**src/rtl/ka_24bit_seq.sv**
```systemverilog
// Sequenced 24-bit carry-less multiplier: one shared 12x12 GF(2) multiplier is reused
// for the low, high and middle Karatsuba sub-products over three cycles.
module ka_24bit_seq #(
    parameter int unsigned CNT_W = 16
) (
    input  logic             clk,
    input  logic             rst,
    input  logic [23:0]      a,
    input  logic [23:0]      b,
    input  logic             in_valid,
    output logic             in_ready,
    output logic [46:0]      y,
    output logic             out_valid,
    input  logic             out_ready,
    output logic             busy,
    output logic [CNT_W-1:0] op_cnt
);

    typedef enum logic [2:0] {StIdle, StMLo, StMHi, StMMid, StDone} state_e;

    state_e      state;
    logic [23:0] a_r, b_r;
    logic [22:0] p_lo, p_hi;
    logic [11:0] mul_x, mul_y;
    logic [22:0] p;
    logic [22:0] mid;
    logic [46:0] y_next;

    function automatic logic [10:0] clmul6(input logic [5:0] x, input logic [5:0] z);
        logic [10:0] r;
        r = '0;
        for (int i = 0; i < 6; i++) begin
            if (z[i]) r ^= 11'(x) << i;
        end
        return r;
    endfunction

    // Shared KA_12bit: itself a one-level Karatsuba split into 6-bit halves
    always_comb begin
        logic [10:0] k_lo, k_hi, k_mm, k_mid;
        k_lo  = clmul6(mul_x[5:0], mul_y[5:0]);
        k_hi  = clmul6(mul_x[11:6], mul_y[11:6]);
        k_mm  = clmul6(mul_x[5:0] ^ mul_x[11:6], mul_y[5:0] ^ mul_y[11:6]);
        k_mid = k_lo ^ k_hi ^ k_mm;
        p     = 23'(k_lo) ^ (23'(k_mid) << 6) ^ (23'(k_hi) << 12);
    end

    always_comb begin
        mul_x = '0;
        mul_y = '0;
        unique case (state)
            StMLo: begin
                mul_x = a_r[11:0];
                mul_y = b_r[11:0];
            end
            StMHi: begin
                mul_x = a_r[23:12];
                mul_y = b_r[23:12];
            end
            StMMid: begin
                mul_x = a_r[11:0] ^ a_r[23:12];
                mul_y = b_r[11:0] ^ b_r[23:12];
            end
            default: ;
        endcase
    end

    // p holds the middle-term product during StMMid
    assign mid    = p_lo ^ p_hi ^ p;
    assign y_next = 47'(p_lo) ^ (47'(mid) << 12) ^ (47'(p_hi) << 24);

    always_ff @(posedge clk) begin
        if (rst) begin
            state     <= StIdle;
            a_r       <= '0;
            b_r       <= '0;
            p_lo      <= '0;
            p_hi      <= '0;
            y         <= '0;
            in_ready  <= 1'b1;
            out_valid <= 1'b0;
            busy      <= 1'b0;
            op_cnt    <= '0;
        end else begin
            unique case (state)
                StIdle: begin
                    if (in_valid && in_ready) begin
                        a_r      <= a;
                        b_r      <= b;
                        in_ready <= 1'b0;
                        busy     <= 1'b1;
                        state    <= StMLo;
                    end
                end
                StMLo: begin
                    p_lo  <= p;
                    state <= StMHi;
                end
                StMHi: begin
                    p_hi  <= p;
                    state <= StMMid;
                end
                StMMid: begin
                    y         <= y_next;
                    out_valid <= 1'b1;
                    state     <= StDone;
                end
                StDone: begin
                    if (out_ready) begin
                        out_valid <= 1'b0;
                        in_ready  <= 1'b1;
                        busy      <= 1'b0;
                        op_cnt    <= op_cnt + CNT_W'(1);
                        state     <= StIdle;
                    end
                end
                default: begin
                    state     <= StIdle;
                    in_ready  <= 1'b1;
                    out_valid <= 1'b0;
                    busy      <= 1'b0;
                end
            endcase
        end
    end

endmodule

```
**config.mk**
```make
export PLATFORM = sky130hd
export DESIGN_NAME = ka_24bit_seq
export DESIGN_NICKNAME = d
export VERILOG_FILES = /design/src/rtl/ka_24bit_seq.sv
export SDC_FILE = /design/constraint.sdc
export NUM_CORES = 1
export LEC_CHECK = 0
export ABC_AREA = 1
export BUFFER_PORTS_ARGS = -buffer_cell sky130_fd_sc_hd__buf_4
export CORE_UTILIZATION = 45
export CTS_BUF_LIST = sky130_fd_sc_hd__clkbuf_8 sky130_fd_sc_hd__clkbuf_16
export DETAILED_ROUTE_END_ITERATION = 7
export GPL_TIMING_DRIVEN = 1
export MAX_ROUTING_LAYER = met4
export PLACE_DENSITY = 0.73
export RECOVER_POWER = 50
export SLEW_MARGIN = 20
export SYNTH_ARGS = -nofsm -noshare
export SYNTH_HDL_FRONTEND = slang
export SYNTH_SLANG_ARGS = --single-unit
```
**constraint.sdc**
```tcl
create_clock -name clk -period 2.95 [get_ports clk]
set_input_delay 0.4425 -clock clk [delete_from_list [all_inputs] [get_ports clk]]
set_output_delay 0.4425 -clock clk [all_outputs]
set_load 0.02 [all_outputs]
```
Yosys cells after proc, flatten, opt, wreduce, memory -nomap -nowiden
Cells that the tools add are included.
Widths: inputs -> output; s select.
{"block": "totals", "reg_bits": 163, "output_inout_bits": 66, "word_cells": 85}
{"block": "op_classes", "add_sub_neg": 1, "n_eq_ne": 6, "muxes": 30, "bitwise_logic": 29, "n_reduce_logical": 9}
{"operator": "$mux 11", "n": 15}
{"operator": "$pmux 12 s3", "n": 2}
{"operator": "$xor 11x11->11", "n": 5}
{"operator": "$xor 35x47->47", "n": 1}
{"operator": "$xor 23x23->23", "n": 2}
{"operator": "$xor 23x35->35", "n": 1}
{"operator": "$xor 11x10->11", "n": 3}
{"operator": "$xor 11x8->11", "n": 3}
{"operator": "$xor 11x9->11", "n": 3}
{"operator": "$xor 12x12->12", "n": 2}
{"operator": "$xor 17x23->23", "n": 1}
{"operator": "$xor 6x7->7", "n": 3}
{"operator": "$mux 6", "n": 3}
{"operator": "$xor 11x17->17", "n": 1}
{"operator": "$add 16x1->16 const B", "n": 1}
{"operator": "$pmux 3 s5", "n": 1}
{"operator": "$xor 6x6->6", "n": 2}
{"operator": "$pmux 1 s3", "n": 3}
{"operator": "$reduce_and 2->1", "n": 4}
{"operator": "$eq 3x2->1 const B", "n": 2}
{"operator": "$mux 3", "n": 2}
{"operator": "$reduce_or 3->1", "n": 2}
{"operator": "$mux 1", "n": 4}
{"operator": "$ne 2x2->1 const B", "n": 2}
{"operator": "other kinds (6)", "n": 7}

Longest topological paths before layout
{"block": "logic_depth", "ltp_word": 20, "depth_mapped": 24, "ltp_nobuf": 22}

Least setup slack after synthesis
Ideal clock, no wire load.
{"block": "synth_timing", "path_kind": "reg-to-reg", "from": "register state[0]", "to": "register y[25]", "arrival_ps": 2079, "required_ps": 2841, "setup_slack_ps": 763, "path_stages_with_launch": 18, "cell_sequence": "dfxtp_1 > buf_4 > inv_4 > nor2_2 > buf_4 > nand2_2 > o21ai_4 > nand2_2 > xnor2_2 > xor2_2 > nand3b_1 > nand2_1 > nand2_1 > nand2_1 > nand2_1 > nand3_1 > nand2_1 > inv_1"}
{"block": "synth_via", "elab_chain_len": 17, "word_cells_on_any_way": 41, "classes_between": "eq/ne (3); mux (16); bitwise (22)"}
{"item": "from (decl)", "line_no": "21", "text": "state_e state;"}
{"item": "from (signal assigned)", "line_no": "74", "text": "state <= StIdle;"}
{"item": "from (signal assigned)", "line_no": "92", "text": "state <= StMLo;"}
{"item": "from (signal assigned)", "line_no": "97", "text": "state <= StMHi;"}
{"item": "$eq 3x2->1 (tied with other cells)", "line_no": "51, 85"}
{"item": "$pmux 12 s3", "line_no": "51", "text": "unique case (state)"}
{"item": "$xor 11x8->11 (tied with other cells)", "line_no": "33", "text": "if (z[i]) r ^= 11'(x) << i;"}
{"item": "$mux 11 (tied with other cells)", "line_no": "33"}
{"item": "$xor 11x9->11 / $mux 11 (equally long branches)", "line_no": "33"}
{"item": "$mux 11 (tied with other cells)", "line_no": "33"}
{"item": "$xor 11x10->11 / $mux 11 (equally long branches)", "line_no": "33"}
{"item": "$mux 11 (tied with other cells)", "line_no": "33"}
{"item": "$xor 11x11->11 / $mux 11 (equally long branches)", "line_no": "33"}
{"item": "$mux 11 (tied with other cells)", "line_no": "33"}
{"item": "$xor 11x11->11 / $mux 11 (equally long branches)", "line_no": "44, 33"}
{"item": "$xor 11x11->11 (on tied branches)", "line_no": "44, 33"}
{"item": "$xor 11x17->17 / $mux 11 (equally long branches)", "line_no": "45, 33"}
{"item": "$xor 17x23->23", "line_no": "45", "text": "p = 23'(k_lo) ^ (23'(k_mid) << 6) ^ (23'(k_hi) << 12);"}
{"item": "$xor 23x23->23", "line_no": "69", "text": "assign mid = p_lo ^ p_hi ^ p;"}
{"item": "$xor 23x35->35", "line_no": "70", "text": "assign y_next = 47'(p_lo) ^ (47'(mid) << 12) ^ (47'(p_hi) << 24);"}
{"item": "$xor 35x47->47", "line_no": "70"}
{"item": "to (signal assigned)", "line_no": "104", "text": "y <= y_next;"}
{"item": "to (decl)", "line_no": "12", "text": "output logic [46:0] y,"}
Several ways; a longest one is shown, not always the timed one.
A chain may end at the register's enable or synchronous reset.

Worst setup path after layout
{"block": "layout_timing", "from": "register state[0]", "to": "register y[19]"}
{"block": "layout_via", "elab_chain_len": 20, "word_cells_on_any_way": 47, "classes_between": "eq/ne (3); mux (20); bitwise (24)"}
{"item": "$eq 3x2->1 (tied with other cells)", "line_no": "51, 85"}
{"item": "$pmux 12 s3", "line_no": "51"}
{"item": "$mux 6 / $xor 6x6->6 (equally long branches)", "line_no": "33, 43"}
{"item": "$xor 6x7->7 / $mux 6 (equally long branches)", "line_no": "33"}
{"item": "$mux 11 / $xor 6x7->7 (equally long branches)", "line_no": "33"}
{"item": "$xor 11x8->11 / $mux 11 (equally long branches)", "line_no": "33"}
{"item": "$mux 11 / $xor 11x8->11 (equally long branches)", "line_no": "33"}
{"item": "$xor 11x9->11 / $mux 11 (equally long branches)", "line_no": "33"}
{"item": "(+4 left out)"}
{"item": "$mux 11 / $xor 11x11->11 (equally long branches)", "line_no": "33"}
{"item": "$xor 11x11->11 / $mux 11 (equally long branches)", "line_no": "44, 33"}
{"item": "$xor 11x11->11", "line_no": "44", "text": "k_mid = k_lo ^ k_hi ^ k_mm;"}
{"item": "$xor 11x17->17", "line_no": "45"}
{"item": "$xor 17x23->23", "line_no": "45"}
{"item": "$xor 23x23->23", "line_no": "69"}
{"item": "$xor 23x35->35", "line_no": "70"}
{"item": "$xor 35x47->47", "line_no": "70"}
Several ways; a longest one is shown, not always the timed one.

==> results.yml <==
run_status:
  outcome: "finished clean"
power:
  sw_frac_of_total_pct: 43.4
  p_int_mw: 5.39
  leakagePower_nw: 5.49
  pwr-share-comb_pct: 43.1
  p_sw_mw: 4.13
  p_clk_share_pct: 23.7
  peakVddDrop_uv: 436
  power_frac_seq_pct: 33.1
  finalPower_mw: 9.52
  p_per_area_mw_per_mm2: 811
worst_setup_path:
  critical_path.max_fanout: 9
  worst_ep_required_time_ps: 3280
  r2r-start: "state[0]$_SDFFE_PP0P_"
  critPathArrivalTime_ps: 3010
  cp-end-kind: "register"
  reg2reg_slack_ps: 270
  crit_family: "simple AND/OR/NAND/NOR gates"
  cp_cell_sequence: "inv_4 -> nor3_2 -> nand2_1 -> nand2_4 -> nand2_1 -> nand2_1 -> nand2_1 -> xnor2_1 -> xor2_1 -> nand2b_1 -> nand2_1 -> nand2_1 -> nand3_1 -> nand2_1 -> inv_1"
  cpPeakStageDelay_ps: 410
  reg2reg_depth: 15
  cp_common_cell: "nand2_1"
  cp_slowest_cell: "dfxtp_1"
  cp-start-kind: "register"
  worstSetupPathType: "register to register"
  cp_num_buf_inv: 2
  rr_endpoint: "y[19]$_SDFFE_PP0N_"
logic_synthesis:
  synthFlopType: "dfxtp_1"
  synth_seq_area_share_pct: 32.4
  ys_types: 48
  synth_fp_nets: 1591
  synthCells: 1538
  async_flop_share_pct: 0
  synth_edf_count: 0
  ys_ff_latch: 163
  syn_area_mm2: 0.0101
  yosysWarnings: 0
  synth_area_per_cell_um2: 6.54
floorplanning:
  io_pins: 118
  fp.dieW_um: 152
  fp.dieArea_mm2: 0.0230
  start_util_pct: 46.0
  core.rowCount: 54
  die_y_um: 152
  design.core.area_mm2: 0.0219
detailed_routing:
  wl_per_cell_um: 14.2
  drt-initial-drc-count: 608
  ant_nets: 0
  firstDrtPassIters: 5
  vias_per_cell: 5.11
  wirelength_um: 27500
  num_vias: 9884
  post-route-drc-count: 0
finish:
  fillers: 2155
  finalCoreUtilization_pct: 53.6
  antenna_cells: 0
  final_nets: 1696
  area_growth_pct: 16.6
  drive_gt1_share_pct: 13.9
sta:
  period_share_pct: 90.9
  max_freq_mhz: 373
  slew_viol_final: 0
  period_needed_ps: 2680
  hold_viol: 0
  relSlewSlack_pct: 48.1
  rsz0062_at_grt: "true"
  setup_violations: 0
  worst_slew_pin_slew_ps: 779
  finClkSkew_ps: 18.8
worst_hold_path:
  hold_path_depth: 3
  hold_class: "input port to register"
  worstHoldStart: "a[3]"
  hold_end: "a_r[3]$_SDFFE_PP0P_"
grt:
  grt_pass1_vias: 8972
  grt_max_degree: 120
  antenna_found_initial: 0
  track_usage_pct: 25.1
  grt_pass1_wl_um: 43800
  grt_overflow: 0
clocking:
  ctsLongestPathBuffers: 2
  cts-root-buf: "clkbuf_16"
  clock_sinks: 163
  cts_hold_buf: 0
  clk_latency_ps: 430
  cts_buffers: 17
  cts.clk_slew.worst_paths_ps: 70
  cts_tree: "done"
  htree_levels: 4
job:
  maxCapViolCount: 0
placed_design:
  gp_congestion: 0.921
  numPortBuffers: 117
  dp_hpwl_um: 19600
worst max path at each step:
stage                     slack (ps)            endpoint                  start  cells after the start
after global placement           110  y[20]$_SDFFE_PP0N_  state[2]$_SDFFE_PP0P_                     17
after detailed placement          80  y[20]$_SDFFE_PP0N_  state[2]$_SDFFE_PP0P_                     17
after floorplan                  760  y[25]$_SDFFE_PP0N_  state[0]$_SDFFE_PP0P_                     17
after global routing             -40  y[23]$_SDFFE_PP0N_  state[0]$_SDFFE_PP0P_                     23
final                            270  y[19]$_SDFFE_PP0N_  state[0]$_SDFFE_PP0P_                     15
after CTS                         70  y[20]$_SDFFE_PP0N_  state[2]$_SDFFE_PP0P_                     17
cells by family after synthesis:
logic type | Yosys count | share of synthesized area (%)
simple gates | 723 | 32.4
compound gates | 283 | 15.0
buf+inv | 278 | 11.3
flops | 163 | 32.4
xor+xnor | 90 | 8.76
fa+ha+maj | 1 | 0.124
power by group through the flow:
stage,clock [mW],combinational [mW],sequential (mW)
6_report,2.26,4.10,3.15
5_1_grt,2.38,4.58,3.24
4_1_cts,2.30,4.08,3.15
3_5_place_dp,0,4.04,3.19
3_3_place_gp,0,3.99,3.17
2_1_floorplan,0,2.93,3.19
metal layers:
layer	global-route usage, %	vias to the layer above	part of all wire (%)
li1	-	5080	-
met1	31.7	4543	46
met2	41.7	233	48
met3	3.44	28	4.3
met4	7.18	0	1.5
met5	-	-	0
timing repair:
action	CTS	global route
gates resized for setup	0	11
endpoints found under the setup margin	0	22
buffers inserted	0	2
state kept, by name, summed over array words and instances (netlist names):
signal     cells
b_r           24
op_cnt        16
p_lo          23
state          3
p_hi          23
y             47
busy           1
a_r           24
in_ready       1
out_valid      1
area by class of cell:
type | instances | area [um2] | share of cell area (%)
well taps | 280 | 350 | 2.98
multi-input cells | 1098 | 5710 | 48.6
inverters | 212 | 798 | 6.80
flip-flops and latches | 163 | 3270 | 27.8
clock buffers | 18 | 439 | 3.74
clock inverters | 14 | 151 | 1.29
repair buffers | 151 | 1020 | 8.71
synthesized netlist by cell type, types with 8 or more instances:
| cell type | count | area (um2) |
|---|---|---|
| inv_1 | 197 | 739 |
| nand3_2 | 20 | 200 |
| nand2_1 | 426 | 1600 |
| buf_2 | 9 | 45.0 |
| xnor2_1 | 33 | 289 |
| xor2_1 | 46 | 403 |
| xnor2_2 | 8 | 130 |
| inv_2 | 13 | 48.8 |
| nor2_1 | 94 | 353 |
| o21ai_0 | 124 | 621 |
| a21oi_1 | 117 | 586 |
| nand2_4 | 10 | 113 |
| o21ai_1 | 9 | 45.0 |
| nand3_1 | 114 | 571 |
| nand3b_1 | 9 | 67.6 |
| o211ai_1 | 17 | 128 |
| dfxtp_1 | 163 | 3260 |
| nand2_2 | 20 | 125 |
| clkbuf_1 | 45 | 169 |
layout by cell type, fill, tap and decap left out, types with 3 or more instances in the layout:
cell,n
buf_12,4
nor3_1,5
o21ai_0,124
nand3_1,113
nand3_4,3
inv_1,198
inv_6,4
dfxtp_1,162
nand2_1,422
inv_2,14
nand3_2,21
o21a_1,3
o211ai_1,17
nor2_4,3
xnor2_2,8
o21bai_1,7
nor4_1,3
o21ai_1,9
clkbuf_16,17
nand4_1,7
nand2_4,11
nand3b_1,9
nor2_1,94
xnor2_1,33
xor2_1,46
buf_4,101
a21oi_1,117
nand2_2,23
clkbuf_1,45
metrics by stage:
step | setup WS, ps | TNS (ps) | instance area [um2] | std cells | hold WS, ps
2_1_floorplan | 763 | 0 | 10100 | 1538 | 444
3_3_place_gp | 111 | 0 | 11200 | 1901 | 457
3_5_place_dp | 82.9 | 0 | 11200 | 1901 | 461
4_1_cts | 73.8 | 0 | 11800 | 1933 | 280
5_1_grt | -36.5 | -48.4 | 11700 | 1936 | 297
6_report | 268 | 0 | 11700 | 1936 | 287
tightest hold or removal path: cells and delay by family:
kind | cells | cell delay [ps]
AOI/OAI and AO/OA | 2 | 170
buffers and inverters | 1 | 70
(Power assumes the default switching activity.)
